===== src/rtl/fifo_rr_arbiter.sv =====
// fifo_rr_arbiter: round-robin burst arbiter sharing one fifo write port.
// One requester owns the port at a time. Ownership rotates when the owner
// drops its request or completes BURST_MAX pushes, with one idle cycle
// between grants.
// Optional macro FIFO_ARB_STATS_EN adds 32-bit push_cnt / stall_cnt outputs.
module fifo_rr_arbiter #(
   parameter int NUM_REQ   = 4,
   parameter int BURST_MAX = 4,
   parameter int DW        = 32,
   localparam int IW       = (NUM_REQ > 1) ? $clog2(NUM_REQ) : 1,
   localparam int CW       = $clog2(BURST_MAX + 1)
) (
   input  logic                  clk,
   input  logic                  rst,
   input  logic [NUM_REQ-1:0]    req,
   input  logic [NUM_REQ*DW-1:0] req_dat,
   output logic [NUM_REQ-1:0]    grant,
   output logic [NUM_REQ-1:0]    accept,
   output logic                  fifo_push,
   output logic [DW-1:0]         fifo_dat_in,
   input  logic                  fifo_full,
   output logic [IW-1:0]         owner_id,
   output logic                  busy
`ifdef FIFO_ARB_STATS_EN
   ,
   output logic [31:0]           push_cnt,
   output logic [31:0]           stall_cnt
`endif
);

   typedef enum logic [0:0] {
      ST_IDLE = 1'b0,
      ST_BUSY = 1'b1
   } state_t;

   state_t               r_state;
   logic [NUM_REQ-1:0]   r_grant;
   logic [IW-1:0]        r_owner_id;
   logic [IW-1:0]        r_rr_ptr;
   logic [CW-1:0]        r_burst_cnt;
   logic                 r_busy;

   logic                 w_own_req;
   logic [DW-1:0]        w_owner_dat;
   logic                 w_push;
   logic                 w_last_push;
   logic                 w_release;
   logic [IW-1:0]        w_next_ptr;
   logic                 w_sel_found;
   logic [IW-1:0]        w_sel_idx;
   logic [NUM_REQ-1:0]   w_sel_onehot;

   // Owner request/data and the push decision; reset suppresses any push.
   always_comb begin
      w_own_req   = req[r_owner_id];
      w_owner_dat = req_dat[int'(r_owner_id)*DW +: DW];
      w_push      = (r_state == ST_BUSY) & w_own_req & ~fifo_full & ~rst;
      w_last_push = w_push & (r_burst_cnt == CW'(BURST_MAX - 1));
      w_release   = (r_state == ST_BUSY) & (~w_own_req | w_last_push);
      if (r_owner_id == IW'(NUM_REQ - 1)) begin
         w_next_ptr = {IW{1'b0}};
      end else begin
         w_next_ptr = r_owner_id + {{(IW-1){1'b0}}, 1'b1};
      end
   end

   // Round-robin scan: first set request at or after rr_ptr, wrapping.
   always_comb begin
      logic [IW-1:0] pos;
      logic          hit;
      w_sel_found = 1'b0;
      w_sel_idx   = {IW{1'b0}};
      pos         = {IW{1'b0}};
      hit         = 1'b0;
      for (int k = 0; k < NUM_REQ; k++) begin
         pos         = IW'((int'(r_rr_ptr) + k) % NUM_REQ);
         hit         = ~w_sel_found & req[pos];
         w_sel_idx   = hit ? pos : w_sel_idx;
         w_sel_found = w_sel_found | hit;
      end
      w_sel_onehot = {{(NUM_REQ-1){1'b0}}, 1'b1} << w_sel_idx;
   end

   // Arbiter state machine: grant ownership in IDLE, count pushes and release in BUSY.
   always_ff @(posedge clk) begin
      if (rst) begin
         r_state     <= ST_IDLE;
         r_grant     <= {NUM_REQ{1'b0}};
         r_owner_id  <= {IW{1'b0}};
         r_rr_ptr    <= {IW{1'b0}};
         r_burst_cnt <= {CW{1'b0}};
         r_busy      <= 1'b0;
      end else begin
         case (r_state)
            ST_IDLE: begin
               if (w_sel_found) begin
                  r_state     <= ST_BUSY;
                  r_grant     <= w_sel_onehot;
                  r_owner_id  <= w_sel_idx;
                  r_burst_cnt <= {CW{1'b0}};
                  r_busy      <= 1'b1;
               end else begin
                  r_state     <= ST_IDLE;
                  r_busy      <= 1'b0;
               end
            end
            ST_BUSY: begin
               if (w_release) begin
                  r_state     <= ST_IDLE;
                  r_grant     <= {NUM_REQ{1'b0}};
                  r_owner_id  <= {IW{1'b0}};
                  r_burst_cnt <= {CW{1'b0}};
                  r_rr_ptr    <= w_next_ptr;
                  r_busy      <= 1'b0;
               end else if (w_push) begin
                  r_burst_cnt <= r_burst_cnt + {{(CW-1){1'b0}}, 1'b1};
               end else begin
                  r_burst_cnt <= r_burst_cnt;
               end
            end
            default: begin
               r_state     <= ST_IDLE;
               r_grant     <= {NUM_REQ{1'b0}};
               r_owner_id  <= {IW{1'b0}};
               r_burst_cnt <= {CW{1'b0}};
               r_busy      <= 1'b0;
            end
         endcase
      end
   end

`ifdef FIFO_ARB_STATS_EN
   logic [31:0] r_push_cnt;
   logic [31:0] r_stall_cnt;

   // Free-running statistics: total pushes and owner cycles stalled by a full fifo.
   always_ff @(posedge clk) begin
      if (rst) begin
         r_push_cnt  <= 32'd0;
         r_stall_cnt <= 32'd0;
      end else begin
         if (w_push) begin
            r_push_cnt <= r_push_cnt + 32'd1;
         end else begin
            r_push_cnt <= r_push_cnt;
         end
         if ((r_state == ST_BUSY) && w_own_req && fifo_full) begin
            r_stall_cnt <= r_stall_cnt + 32'd1;
         end else begin
            r_stall_cnt <= r_stall_cnt;
         end
      end
   end

   assign push_cnt  = r_push_cnt;
   assign stall_cnt = r_stall_cnt;
`endif

   assign grant       = r_grant;
   assign owner_id    = r_owner_id;
   assign busy        = r_busy;
   assign fifo_push   = w_push;
   assign accept      = w_push ? r_grant : {NUM_REQ{1'b0}};
   assign fifo_dat_in = w_push ? w_owner_dat : {DW{1'b0}};

endmodule


===== config.mk =====
export PLATFORM = sky130hd
export DESIGN_NAME = fifo_rr_arbiter
export DESIGN_NICKNAME = d
export VERILOG_FILES = /design/src/rtl/fifo_rr_arbiter.sv
export SDC_FILE = /design/constraint.sdc
export NUM_CORES = 1
export LEC_CHECK = 0
export BUFFER_PORTS_ARGS = -buffer_cell sky130_fd_sc_hd__buf_2
export CAP_MARGIN = 5
export CORE_ASPECT_RATIO = 1.2
export CORE_MARGIN = 2
export CORE_UTILIZATION = 39
export CTS_CLUSTER_SIZE = 16
export DETAILED_ROUTE_END_ITERATION = 7
export PLACE_DENSITY = 0.95
export SYNTH_ARGS = -nofsm -noshare
export SYNTH_HDL_FRONTEND = slang
export SYNTH_SLANG_ARGS = --single-unit

===== constraint.sdc =====
create_clock -name clk -period 4.2 [get_ports clk]
set_clock_uncertainty 0.1 [all_clocks]
set_input_delay 0.63 -clock clk [delete_from_list [all_inputs] [get_ports clk]]
set_output_delay 0.63 -clock clk [all_outputs]
set_load 0.05 [all_outputs]

* Word level (Yosys, flattened, before mapping)
Index checks and enable logic that the tools add are counted.
Cells by class: add/sub/neg operators 5, multipliers 0, div/mod/pow operators 0, order comparisons 5, equality and inequality tests 5, shifts and indexed selects 2, mux-type cells 32, bitwise operators 19, reduce and logical (&&, ||, !) cells 3
Operators by type and width (number):
- indexed part select 128 x 8 -> 32 bit | 1
- two-way mux 32 bit | 1
- less-than comparator 2 x 3 -> 1 bit (second input constant) | 5
- two-way mux 2 bit | 7
- two-way mux 4 bit | 3
- binary-select mux 1 bit (select 2 bit) | 5
- two-way mux 3 bit | 3
- AND 1 bit | 8
- two-way mux 1 bit | 8
- case mux 4 bit (2 select lines) | 1
- inverter 1 bit | 7
- case mux 3 bit (2 select lines) | 1
- AND reduction 2 bit | 3
- adder 2 x 1 -> 2 bit (second input constant) | 2
- adder 2 bit (second input constant) | 2
- OR 1 bit | 4
- case mux 1 bit (2 select lines) | 2
- case mux 2 bit (2 select lines) | 1
- << shifter 1 x 2 -> 4 bit (first input constant) | 1
- adder 3 x 1 -> 3 bit (second input constant) | 1
- == test 3 x 2 -> 1 bit (second input constant) | 1
- != test 3 x 1 -> 1 bit (second input constant) | 1
- == test 2 bit (second input constant) | 1
- != test 2 x 1 -> 1 bit (second input constant) | 1
- != test 2 bit (second input constant) | 1
Word-level totals: bits in registers 13, bits in latches 0, RAM bits 0, memory bits (read-only) 0, input port bits 135, output and inout bits 44, logic and storage cells 77, memories kept 0

* Logic depth before layout (Yosys ltp)
depth in word-level cells 14, mapped depth 6, mapped depth without buffers 6

* Worst setup path before layout
OpenSTA, ideal clock, no wires.
path kind register to output, start point register r_owner_id[1], in the netlist owner_id[1], end point output port fifo_dat_in[10], data arrival time 2.167 ns, required time 3.470 ns, setup slack 1.303 ns, cell stages (with the launch flop) 5, cells stage by stage dfxtp_1 -> buf_6 -> clkbuf_1 -> mux4_2 -> nor2b_1
On the way: longest elaborated chain between the ends 6, elaborated cells on any way between the ends 7, those cells by class shift (1); mux (3); bitwise (3)
Ends and longest elaborated chain:
- from (decl) | line 38 | logic [IW-1:0] r_owner_id;
- from (signal assigned) | line 89 | r_owner_id <= {IW{1'b0}};
- from (signal assigned) | line 99 | r_owner_id <= w_sel_idx;
- from (signal assigned) | line 111 | r_owner_id <= {IW{1'b0}};
- parallel branches: the longest is 5 deep, another holds indexed part select 128 x 8 -> 32 bit
- two-way mux 32 bit * | line 164 | assign fifo_dat_in = w_push ? w_owner_dat : {DW{1'b0}};
- to (decl) | line 20 | output logic [DW-1:0] fifo_dat_in,
Every way passes the cells marked *. The select of a mux whose other input is x is not followed.

* Worst setup path after layout
start point input port req[3], end point output port fifo_dat_in[31]
On the way: longest elaborated chain between the ends 6
Ends and longest elaborated chain:
- from (decl) | line 15 | input logic [NUM_REQ-1:0] req,
- binary-select mux 1 bit (select 2 bit) | line 55 | w_own_req = req[r_owner_id];
- two-way mux 1 bit (not written as such) | line 55
- AND 1 bit (3 in series) | line 57 | w_push = (r_state == ST_BUSY) & w_own_req & ~fifo_full & ~rst;
- two-way mux 32 bit | line 164
Every way passes these cells. The select of a mux whose other input is x is not followed.

==> results by group <==
GRT
  • Largest net degree at the start of global routing: 36
  • Vias in the first global route: about 2100
  • First-pass GRT wire length: 10.2 mm
  • Gr usage total: 26.2%
  • GR Overflow Total: 0
  • Initial antenna violation count: 3

Route
  • 1st-pass router iterations: 4
  • First DRT Iteration DRCs: 90
  • Antenna violation net count after detailed routing: 0
  • DRC viols: 0
  • Vias: 2109
  • Vias per Instance: roughly 5.4
  • Wire per inst: 17.4 um
  • DRT Wirelength: 6.78 mm

Setup path
  • Worst Path Required: 3470 ps
  • CP max FO: 25
  • Kind of critical path: input pin to output port
  • Critical path endpoint category: output port
  • Critical Path AT: 2250 ps
  • Critical Path Start Type: input pin

Synth
  • Top-area cell type share of the netlist area: about 41%
  • Synth Net Count: 295
  • Post-Synth XOR/XNOR Area: 0%
  • EDFF count, synth: 0
  • Largest family of logic cells by synthesized area: multiplexers
  • Mux contribution to synthesized area: between 40% and 50%
  • Synth Register Bits: 13
  • Synth unique cells: 37
  • Post-synthesis adder-cell area fraction: 2.13%
  • YS warnings: 0
  • Top FF cell, synth: dfxtp_1
  • Mean post-synth cell area: 11.2 um^2
  • Cell Area, Synth: 1760 um^2
  • Ys async rst share: 0%
  • Gate Count Post-Synth: 157
  • Synth top cells by count: nor2b_1, mux4_2, dfxtp_1
  • Largest cells by area after synthesis: mux4_2, dfxtp_1, nor2b_1
  • Complex-gate fraction of the synthesized area: between 10 and 15%
  • Sequential-to-total area share from yosys stat: 14.8%
  • Top-count cell post-synth: nor2b_1
  • Synth area leader: mux4_2
  • Simple-gate area share of the yosys netlist: 22.7%

Timing
  • F_max: 335 MHz
  • Setup TNS Final: 0 ps
  • Final setup vio count: 0
  • Worst relative slew slack: 57.2%
  • Period minus WS final: just under 3000 ps
  • Least-Margin Pin Slew: 643 ps
  • RSZ-0062 raised after global routing: no
  • Slew Limit Fails: 0
  • Final hold vios: 0
  • Post-route clock period utilization: a little over 70%

Clock network
  • H-tree levels: 1
  • Clock Sinks: 13
  • Clock Pin Slew Worst Setup and Hold Paths: roughly 60 ps
  • CTS Buffer Depth: 2
  • Cts bufs inserted: 3
  • Clock Latency Late Sink: 250 ps
  • Post-CTS Setup Inserts: 0
  • Resize count post-CTS: 0
  • CTS tree: done
  • CTS hold repair buffers: 0
  • Root buffer cell: clkbuf_8

Power
  • Power per cell area: slightly below 200 nW/um^2
  • Leakage: ~0.0013 uW
  • Final Power: 539 uW
  • Max IR drop VDD: between 0.0002 and 0.00025 V

Cells and area
  • Synthesis-to-layout area growth: 55.8%
  • Multi-input logic area: 1410 um^2
  • Fillcell total: around 370
  • Share of cells above drive strength 1: 69.1%
  • Storage element area: 262 um^2
  • Fin nets: 469
  • Final Util: 63.9%

Worst hold path
  • Min-delay worst type: flip-flop to flip-flop

Floorplan
  • Die Span X: 65.3 um
  • # rows: 26
  • Die height: a little under 80 um
  • I/O pin cnt: 179
  • Die Area: 5070 um^2
  • Initial Util: between 40% and 50%
  • Core Footprint: about 4300 um^2

Run
  • Max Cap Viol: 0

Run status
  • Run status: finished clean

Place
  • Post-DP HPWL: 5.78 mm
  • Gpl congestion: 1.04
  • IO Port Bufs: 178
## final timing paths
path                                        end         from  slack [ps]  cells after the start
worst max-delay path            fifo_dat_in[31]       req[3]        1220                      6
worst min-delay path                   grant[1]     grant[1]         380                      1
worst max register to register   r_burst_cnt[1]  owner_id[0]        2210                      5
worst min register to register         grant[1]     grant[1]         380                      1
## where the power goes
part	leakage, uW	switching (uW)	internal [uW]	total (uW)
Sequential	0.000107	9.42	132	141
Clock	0.0000228	47.5	67.1	115
Combinational	0.00121	134	149	283
Total	0.00133	191	348	539
## through the flow
stage               setup WS (ps)  cells  instance area, um^2  hold WS (ps)
floorplan                    1300    157                 1760           358
global placement             1290    382                 2690           365
detailed placement           1210    382                 2690           369
CTS                          1210    386                 2740           383
global route                 1100    388                 2740           405
finish                       1220    389                 2740           380
## routing by layer
layer | global-route usage (%) | share of wire (%) | vias to the layer above
li1 | - | - | 976
met1 | 30.3 | 36 | 1001
met2 | 46.8 | 51 | 115
met3 | 7.10 | 11 | 15
met4 | 7.50 | 2.3 | 2
met5 | 0 | 0.18 | -
## layout by cell type (no fill, tap or decap), drive strengths merged
cell type	n
nand3	3
and3	4
a22o	3
mux2i	2
o21a	1
mux2	3
nand2b	8
nand2	2
buf	181
a32oi	1
o32ai	2
or2	1
nor3	2
a31o	1
a32o	4
and2b	1
o22a	1
or3	2
diode	3
mux4	32
nor4	1
dfxtp	13
ha	3
a21oi	5
clkbuf	4
nor4b	1
nor2b	33
o22ai	3
inv	5
nor2	5
a31oi	2
and2	1
## critical path: stages
cell	delay, ps
buf_2	130
mux2_4	280
a32oi_2	570
buf_12	240
and2b_1	180
buf_2	200
## flip-flops by register name, summed over array words and instances (netlist names)
| register | count |
|---|---|
| busy | 1 |
| grant | 4 |
| owner_id | 2 |
| r_burst_cnt | 3 |
| r_rr_ptr | 2 |
| r_state | 1 |
## cells by family (layout without fill, tap and decap cells)
kind of cell / Yosys count / after routing
multiplexers: 37 / 37
buffers and inverters: 17 / 190
AO/OA/AOI/OAI: 23 / 23
other: 0 / 3
adder cells (fa/ha/maj): 3 / 3
flip-flops: 13 / 13
AND/OR/NAND/NOR: 64 / 64
## layout make-up
| cell class | count | share of cell area (%) |
|---|---|---|
| clock buffers | 4 | 1.64 |
| inverters | 5 | 0.684 |
| diodes | 3 | 0.274 |
| multi-input cells | 127 | 51.6 |
| well taps | 56 | 2.55 |
| repair buffers | 181 | 33.8 |
| flip-flops and latches | 13 | 9.53 |
No activity file was read; power rests on OpenSTA's default activity.
